File: config.mk
export PLATFORM = sky130hd
export DESIGN_NAME = imem_port_arbiter
export DESIGN_NICKNAME = d
export VERILOG_FILES = /design/src/rtl/imem_port_arbiter.sv
export SDC_FILE = /design/constraint.sdc
export NUM_CORES = 1
export LEC_CHECK = 0
export CORE_MARGIN = 3
export CORE_UTILIZATION = 24
export DETAILED_ROUTE_END_ITERATION = 16
export HOLD_SLACK_MARGIN = 0.1
export PLACE_DENSITY = 0.95
export SLEW_MARGIN = 20
export SYNTH_ARGS = -nofsm -noshare
export SYNTH_HDL_FRONTEND = slang
export SYNTH_SLANG_ARGS = --single-unit
File: constraint.sdc
create_clock -name clk -period 3.9 [get_ports clk]
set_input_delay 0.585 -clock clk [delete_from_list [all_inputs] [get_ports clk]]
set_output_delay 0.585 -clock clk [all_outputs]
set_load 0.01 [all_outputs]
File: src/rtl/imem_port_arbiter.sv
// Single-port instruction/data RAM arbiter: fetch vs load/store, one access per cycle.
// Optional stall counters are enabled by defining IMEM_ARB_PERF_EN.
module imem_port_arbiter #(
  parameter int unsigned ADDR_W        = 10,
  parameter int unsigned DATA_W        = 17,
  parameter int unsigned MAX_LS_STREAK = 4
) (
  input  logic              clk,
  input  logic              rst,
  input  logic              fetch_req_i,
  input  logic [ADDR_W-1:0] fetch_addr_i,
  input  logic              fetch_flush_i,
  output logic              fetch_gnt_o,
  output logic [DATA_W-1:0] fetch_rdata_o,
  output logic              fetch_rvalid_o,
  input  logic              ls_valid_i,
  input  logic              ls_store_en_i,
  input  logic [ADDR_W-1:0] ls_addr_i,
  input  logic [DATA_W-1:0] ls_wdata_i,
  output logic              ls_gnt_o,
  output logic [DATA_W-1:0] ls_rdata_o,
  output logic              ls_rvalid_o,
  output logic              mem_en_o,
  output logic              mem_we_o,
  output logic [ADDR_W-1:0] mem_addr_o,
  output logic [DATA_W-1:0] mem_wdata_o,
  input  logic [DATA_W-1:0] mem_rdata_i
`ifdef IMEM_ARB_PERF_EN
  ,
  output logic [15:0]       perf_fetch_stall_o,
  output logic [15:0]       perf_ls_stall_o
`endif
);

  localparam int unsigned STREAK_W = $clog2(MAX_LS_STREAK + 1);

  typedef enum logic [1:0] {
    OWN_NONE  = 2'd0,
    OWN_FETCH = 2'd1,
    OWN_LOAD  = 2'd2
  } owner_e;

  owner_e              owner_q;
  logic [STREAK_W-1:0] streak_q;
  logic                streak_full;
  logic                fetch_win;
  logic                ls_win;
  logic                ls_wr;

  // Winner selection; state updates use the ungated winners, outputs are gated by reset.
  always_comb begin
    streak_full = (streak_q == STREAK_W'(MAX_LS_STREAK));
    fetch_win   = fetch_req_i & ~fetch_flush_i & (~ls_valid_i | streak_full);
    ls_win      = ls_valid_i & ~fetch_win;
    ls_wr       = ls_win & ls_store_en_i;
  end

  always_comb begin
    fetch_gnt_o    = 1'b0;
    ls_gnt_o       = 1'b0;
    mem_en_o       = 1'b0;
    mem_we_o       = 1'b0;
    mem_addr_o     = '0;
    mem_wdata_o    = '0;
    fetch_rvalid_o = 1'b0;
    ls_rvalid_o    = 1'b0;
    fetch_rdata_o  = '0;
    ls_rdata_o     = '0;
    if (!rst) begin
      fetch_gnt_o    = fetch_win;
      ls_gnt_o       = ls_win;
      mem_en_o       = fetch_win | ls_win;
      mem_we_o       = ls_wr;
      if (fetch_win) begin
        mem_addr_o = fetch_addr_i;
      end else if (ls_win) begin
        mem_addr_o = ls_addr_i;
      end
      if (ls_wr) begin
        mem_wdata_o = ls_wdata_i;
      end
      // A restart in the response cycle squashes the in-flight fetch return.
      fetch_rvalid_o = (owner_q == OWN_FETCH) & ~fetch_flush_i;
      ls_rvalid_o    = (owner_q == OWN_LOAD);
      fetch_rdata_o  = mem_rdata_i;
      ls_rdata_o     = mem_rdata_i;
    end
  end

  always_ff @(posedge clk or posedge rst) begin
    if (rst) begin
      owner_q  <= OWN_NONE;
      streak_q <= '0;
    end else begin
      if (fetch_win) begin
        owner_q <= OWN_FETCH;
      end else if (ls_win && !ls_store_en_i) begin
        owner_q <= OWN_LOAD;
      end else begin
        owner_q <= OWN_NONE;
      end
      // Streak only counts load/store wins that made a waiting fetch lose.
      if (fetch_win || !fetch_req_i) begin
        streak_q <= '0;
      end else if (ls_win && !streak_full) begin
        streak_q <= streak_q + STREAK_W'(1);
      end
    end
  end

`ifdef IMEM_ARB_PERF_EN
  always_ff @(posedge clk or posedge rst) begin
    if (rst) begin
      perf_fetch_stall_o <= '0;
      perf_ls_stall_o    <= '0;
    end else begin
      if (fetch_req_i && !fetch_win && !(&perf_fetch_stall_o)) begin
        perf_fetch_stall_o <= perf_fetch_stall_o + 16'd1;
      end
      if (ls_valid_i && !ls_win && !(&perf_ls_stall_o)) begin
        perf_ls_stall_o <= perf_ls_stall_o + 16'd1;
      end
    end
  end
`endif

endmodule

==> results_dict.tcl, run 1 <==
set metrics [dict create \
    pwr-share-seq_pct 18.8 \
    min_path_type "register to register" \
    clkPwrFrac_pct 20.6 \
    grt_overflow 0 \
    syn_inst 101 \
    finalCriticalPeriod_ps 3190 \
    clock_skew_ps 6.50 \
    nNetsFinal 273 \
    stdcell_count 254 \
    ant_nets 0 \
    grt_max_degree 30 \
    layout_commonest_cell "clkdlybuf4s50_1" \
    ys_ff_latch 5 \
    fill_cells 277 \
    grt_usage_pct 17.5 \
    cp_max_fo 29 \
    r2r-end "streak_q[0]" \
    cp-end-kind "output pin" \
    p_leak_nw 0.811 \
    yosysWarnings 0 \
    io_buffers 126 \
    clkSinkCount 5 \
    grt_setup_unrepaired "false" \
    reg2reg_from "streak_q[0]" \
    post_cts_resized 0 \
    final-seq-area_sq_um 125 \
    routed_wl_mm 3.66 \
    drt_iter0_markers 59 \
    first_pass_iters 4 \
    setup_tns_ps 0 \
    most-common-layout-cells "clkdlybuf4s50_1 (126), nor2b_1 (20), and3_1 (17)" \
    avgSynthCellArea_sq_um 7.83 \
    cts_hold_buf 0 \
    clk_latency_ps 250 \
    antenna_found_initial 0 \
    cp.arrival_ps 2600 \
    place_hpwl_mm 3.17 \
    max_freq_ghz 0.314 \
    reg2reg_slack_ps 2530 \
    p_total_mw 0.299 \
    hp-start "streak_q[1]" \
    synthDistinctLibCells 22 \
    cts_buffers 3 \
    grt_pass1_vias 1091 \
    post_cts_buffers 0 \
    finalSetupViolCount 0 \
    vias_per_cell 4.40 \
    comb_power_share_pct 60.6 \
    initial_core_util_pct 25.5 \
    clk_pin_slew_ps 40 \
    num_antenna_cells 0 \
    coreArea_sq_mm 0.00310 \
    die_y_um 63.4 \
    multi_input_area_sq_um 489 \
    worst_pin_slew_ps 470 \
    drive_gt1_share_pct 4.29 \
    vdd_drop_max_uv 165 \
    ios 127 \
    grt_first_pass_wirelength_mm 5.60 \
    row_count 20 \
    syn_area_sq_um 791 \
    die_w_um 63.4 \
    dieArea_sq_mm 0.00402 \
    post-route-period-util_pct 81.7 \
    areaGrowthSynthToFinish_pct 152 \
    status "finished clean" \
    clk_path_buf_depth 2 \
    vias 1117 \
    htree_levels 1 \
    drcViolationCount 0 \
    hold_viol 0 \
    seq_area_frac_synth_pct 15.8 \
    critPathKind "input pin to output pin" \
    crit_path_start_kind "input pin" \
    maxSlewViolCount 0 \
    power.internal_mw 0.213 \
    max_slew_margin_pct 68.6 \
    dp_cells 250 \
    cts_root_buffer "clkbuf_4" \
    switching_share_pct 28.7 \
    routedWlPerCell_um 14.4 \
    cts_tree "built" \
    required_ps 3310 \
    p_switching_mw 0.0859 \
    syn_nets 163 \
    powerDensity_mw_per_mm2 150 \
    hold_end "streak_q[1]" \
    hold_path_depth 2 \
    worstRegToRegCells 5 \
    gp_congestion 0.759 \
    drv_cap 0 \
]
-- power by group through the flow --
stage	clock, mW	combinational (mW)	sequential (mW)
after floorplan	0	0.0675	0.0564
after global placement	0	0.178	0.0568
after detailed placement	0	0.182	0.0569
after CTS	0.0645	0.182	0.0562
after global routing	0.0689	0.193	0.0566
final	0.0616	0.181	0.0561
-- layout make-up --
| class | instances | area share, % |
|---|---|---|
| repair buffers | 129 | 64.4 |
| multi-input cells | 68 | 24.5 |
| well taps | 44 | 2.76 |
| flip-flops and latches | 5 | 6.27 |
| clock buffers | 4 | 1.32 |
| inverters | 4 | 0.753 |
-- metal layers --
metal  track usage, %  vias to the layer above  part of all wire [%]
met5                0                        -                     0
li1                 -                      550                     -
met4             6.74                        0                   2.5
met2             33.4                       60                    54
met3             5.53                       11                   9.8
met1             17.3                      496                    34
-- cells in the mapped netlist --
cell,instances,area [sq um]
a21boi_0,2,15.0
a21boi_2,1,11.3
a22o_1,10,87.6
a311oi_2,1,15.0
and2_1,2,12.5
and3_1,17,106
buf_2,2,10.0
buf_4,18,135
buf_6,1,11.3
clkbuf_1,3,11.3
dfrtp_1,5,125
ha_1,2,25.0
inv_1,4,15.0
mux2i_1,1,10.0
nand2_1,2,7.51
nand3b_1,3,22.5
nor2_1,2,7.51
nor2b_1,20,125
nor3_1,1,5.00
nor3b_1,1,7.51
nor4b_1,2,17.5
o211ai_1,1,7.51
-- metrics by stage --
| stage | utilization [%] | area, sq um | hold slack (ps) | setup WS (ps) |
|---|---|---|---|---|
| 6_report | 64.3 | 1990 | 601 | 713 |
| 2_1_floorplan | - | 791 | 557 | 1820 |
| 4_1_cts | 64.3 | 1990 | 617 | 712 |
| 3_5_place_dp | 63.4 | 1970 | 608 | 715 |
| 5_1_grt | 64.3 | 1990 | 643 | 586 |
| 3_3_place_gp | 63.4 | 1970 | 590 | 767 |
-- worst max path at each step --
stage	start	end	slack (ps)	cells after the start
2_1_floorplan	fetch_req_i	mem_wdata_o[0]	1820	5
3_3_place_gp	fetch_flush_i	mem_wdata_o[10]	770	6
3_5_place_dp	fetch_flush_i	mem_wdata_o[3]	710	6
4_1_cts	fetch_flush_i	mem_wdata_o[3]	710	6
5_1_grt	fetch_flush_i	mem_wdata_o[9]	590	6
6_report	fetch_flush_i	mem_wdata_o[3]	710	6
-- logic make-up after synthesis --
kind of cell	synth area share [%]
AOI/OAI and AO/OA	17.2
DFF	15.8
and+or+nand+nor	39.4
adders and majority gates	3.16
buffers and inverters	23.1
muxes	1.27
-- worst max-delay path, stage by stage --
cell	delay [ps]
clkdlybuf4s50_1	590
nor2b_1	110
a311oi_2	260
buf_4	290
and3_1	200
clkdlybuf4s50_1	560
-- state kept, by name, indices dropped and copies added (netlist names) --
signal    cells
streak_q      3
owner_q       2
Power figures use the tool's default switching activity.
==> run 2: changes to the inputs <==
--- a/config.mk
+++ b/config.mk
@@ -6,10 +6,10 @@
 export NUM_CORES = 1
 export LEC_CHECK = 0
 export CORE_MARGIN = 3
-export CORE_UTILIZATION = 24
+export CORE_UTILIZATION = 22
 export DETAILED_ROUTE_END_ITERATION = 16
 export HOLD_SLACK_MARGIN = 0.1
-export PLACE_DENSITY = 0.95
+export PLACE_DENSITY = 0.88
 export SLEW_MARGIN = 20
 export SYNTH_ARGS = -nofsm -noshare
 export SYNTH_HDL_FRONTEND = slang
==> constraint.sdc (replaced) <==
create_clock -name clk -period 3.15 [get_ports clk]
set_input_delay 0.4725 -clock clk [delete_from_list [all_inputs] [get_ports clk]]
set_output_delay 0.4725 -clock clk [all_outputs]
set_load 0.01 [all_outputs]
==> results_dict.tcl, run 2 (same netlist as run 1, synthesis figures left out) <==
set metrics [dict create \
    clk_latency_ps 240 \
    drv_cap 0 \
    coreArea_sq_mm 0.00339 \
    stdcell_count 257 \
    nNetsFinal 274 \
    vias 1113 \
    clock_skew_ps 4.26 \
    critPathKind "input pin to output pin" \
    cts_buffers 3 \
    required_ps 2680 \
    areaGrowthSynthToFinish_pct 155 \
    die_y_um 66.0 \
    routedWlPerCell_um 13.6 \
    vias_per_cell 4.33 \
    reg_top3 "streak_q: 3 flops, owner_q: 2 flops" \
    drt_iter0_markers 21 \
    p_switching_mw 0.102 \
    finalSetupViolCount 0 \
    switching_share_pct 27.8 \
    p_leak_nw 0.819 \
    crit_path_start_kind "input pin" \
    powerDensity_mw_per_mm2 183 \
    grt_usage_pct 14.9 \
    status "finished clean" \
    first_pass_iters 4 \
    worst_pin_slew_ps 489 \
    power.internal_mw 0.266 \
    utilization_pct 59.5 \
    max_slew_margin_pct 67.3 \
    htree_levels 1 \
    max_freq_ghz 0.349 \
    cts_root_buffer "clkbuf_4" \
    dp_cells 253 \
    vdd_drop_max_uv 203 \
    post-route-period-util_pct 91.0 \
    grt_pass1_vias 1011 \
    routed_wl_mm 3.49 \
    most-common-layout-cells "clkdlybuf4s50_1 (126), nor2b_1 (20), and3_1 (17)" \
    grt_setup_unrepaired "false" \
    antenna_found_initial 0 \
    io_buffers 126 \
    drcViolationCount 0 \
    cts_tree "built" \
    dpl_worst_slack_ps 291 \
    post_cts_resized 0 \
    cp-end-kind "output pin" \
    ant_nets 0 \
    cp.arrival_ps 2390 \
    num_antenna_cells 0 \
    reg2reg_slack_ps 1800 \
    ios 127 \
    initial_core_util_pct 23.3 \
    grt_first_pass_wirelength_mm 5.11 \
    clkPwrFrac_pct 19.9 \
    clkSinkCount 5 \
    layout_commonest_cell "clkdlybuf4s50_1" \
    top_register "streak_q" \
    finalCriticalPeriod_ps 2870 \
    setup_tns_ps 0 \
    min_path_type "register to register" \
    grt_max_degree 30 \
    place_hpwl_mm 2.97 \
    cp_max_fo 29 \
    row_count 21 \
    hold_viol 0 \
    comb_power_share_pct 61.2 \
    dieArea_sq_mm 0.00435 \
    grt_overflow 0 \
    pwr-share-seq_pct 18.8 \
    maxSlewViolCount 0 \
    gp_congestion 0.799 \
    largest_register_ffs 3 \
    drive_gt1_share_pct 4.74 \
    die_w_um 66.0 \
    cts_hold_buf 0 \
    setup_slack_ps 285 \
    post_cts_buffers 0 \
    clk_pin_slew_ps 40 \
    clk_path_buf_depth 2 \
]
[run 2: cell types whose count changed in the layout (fill, tap and decap cells not counted)]
cell    delta
buf_12     +1
[run 2: path summary, 6_finish.rpt]
check,from,to,depth (start not counted)
max,fetch_req_i,mem_addr_o[0],6
min,streak_q[1],streak_q[1],2
max reg2reg,streak_q[0],streak_q[0],5
min reg2reg,streak_q[1],streak_q[1],2
max in group asynchronous,rst,streak_q[0],3
min in group asynchronous,rst,owner_q[0],3
[run 2: cell type report]
cell class              instances  area (sq um)
flip-flops and latches          5           125
multi-input cells              68           489
clock buffers                   4          26.3
repair buffers                130          1300
well taps                      46          57.6
inverters                       4          15.0
fillers                       279          1370
[run 2: layer usage]
layer | GRT usage (%) | routed length [um]
met5 | 0 | 0
met4 | 2.03 | 17
met3 | 5.10 | 376
met2 | 26.9 | 1840
met1 | 17.3 | 1260
[run 2: metrics by stage]
step	cell area (sq um)	total power, mW	hold WS (ps)
6_report	2020	0.368	598
5_1_grt	2020	0.395	648
4_1_cts	2020	0.376	609
3_5_place_dp	1990	0.297	600
3_3_place_gp	1990	0.295	596
2_1_floorplan	791	0.153	463
[run 2: worst max-delay path, stage by stage]
cell             delay, ps
clkdlybuf4s50_1        470
nor2b_1                190
a311oi_2               340
buf_12                 200
a22o_1                 150
clkdlybuf4s50_1        560
[run 2: power groups by stage]
stage                     sequential [mW]  combinational [mW]  clock [mW]
after global routing               0.0697               0.242      0.0838
after floorplan                    0.0698              0.0836           0
after CTS                          0.0694               0.228      0.0788
after global placement             0.0702               0.225           0
after detailed placement           0.0703               0.227           0
final                              0.0694               0.226      0.0734
==> run 3: changes to the inputs <==
--- a/config.mk
+++ b/config.mk
@@ -7,6 +7,7 @@
 export LEC_CHECK = 0
 export CORE_MARGIN = 3
 export CORE_UTILIZATION = 22
+export CTS_CLUSTER_DIAMETER = 120
 export DETAILED_ROUTE_END_ITERATION = 16
 export HOLD_SLACK_MARGIN = 0.1
 export PLACE_DENSITY = 0.88
==> results of run 3 <==
No change in the layout: final DEF, timing and power equal those of run 2.
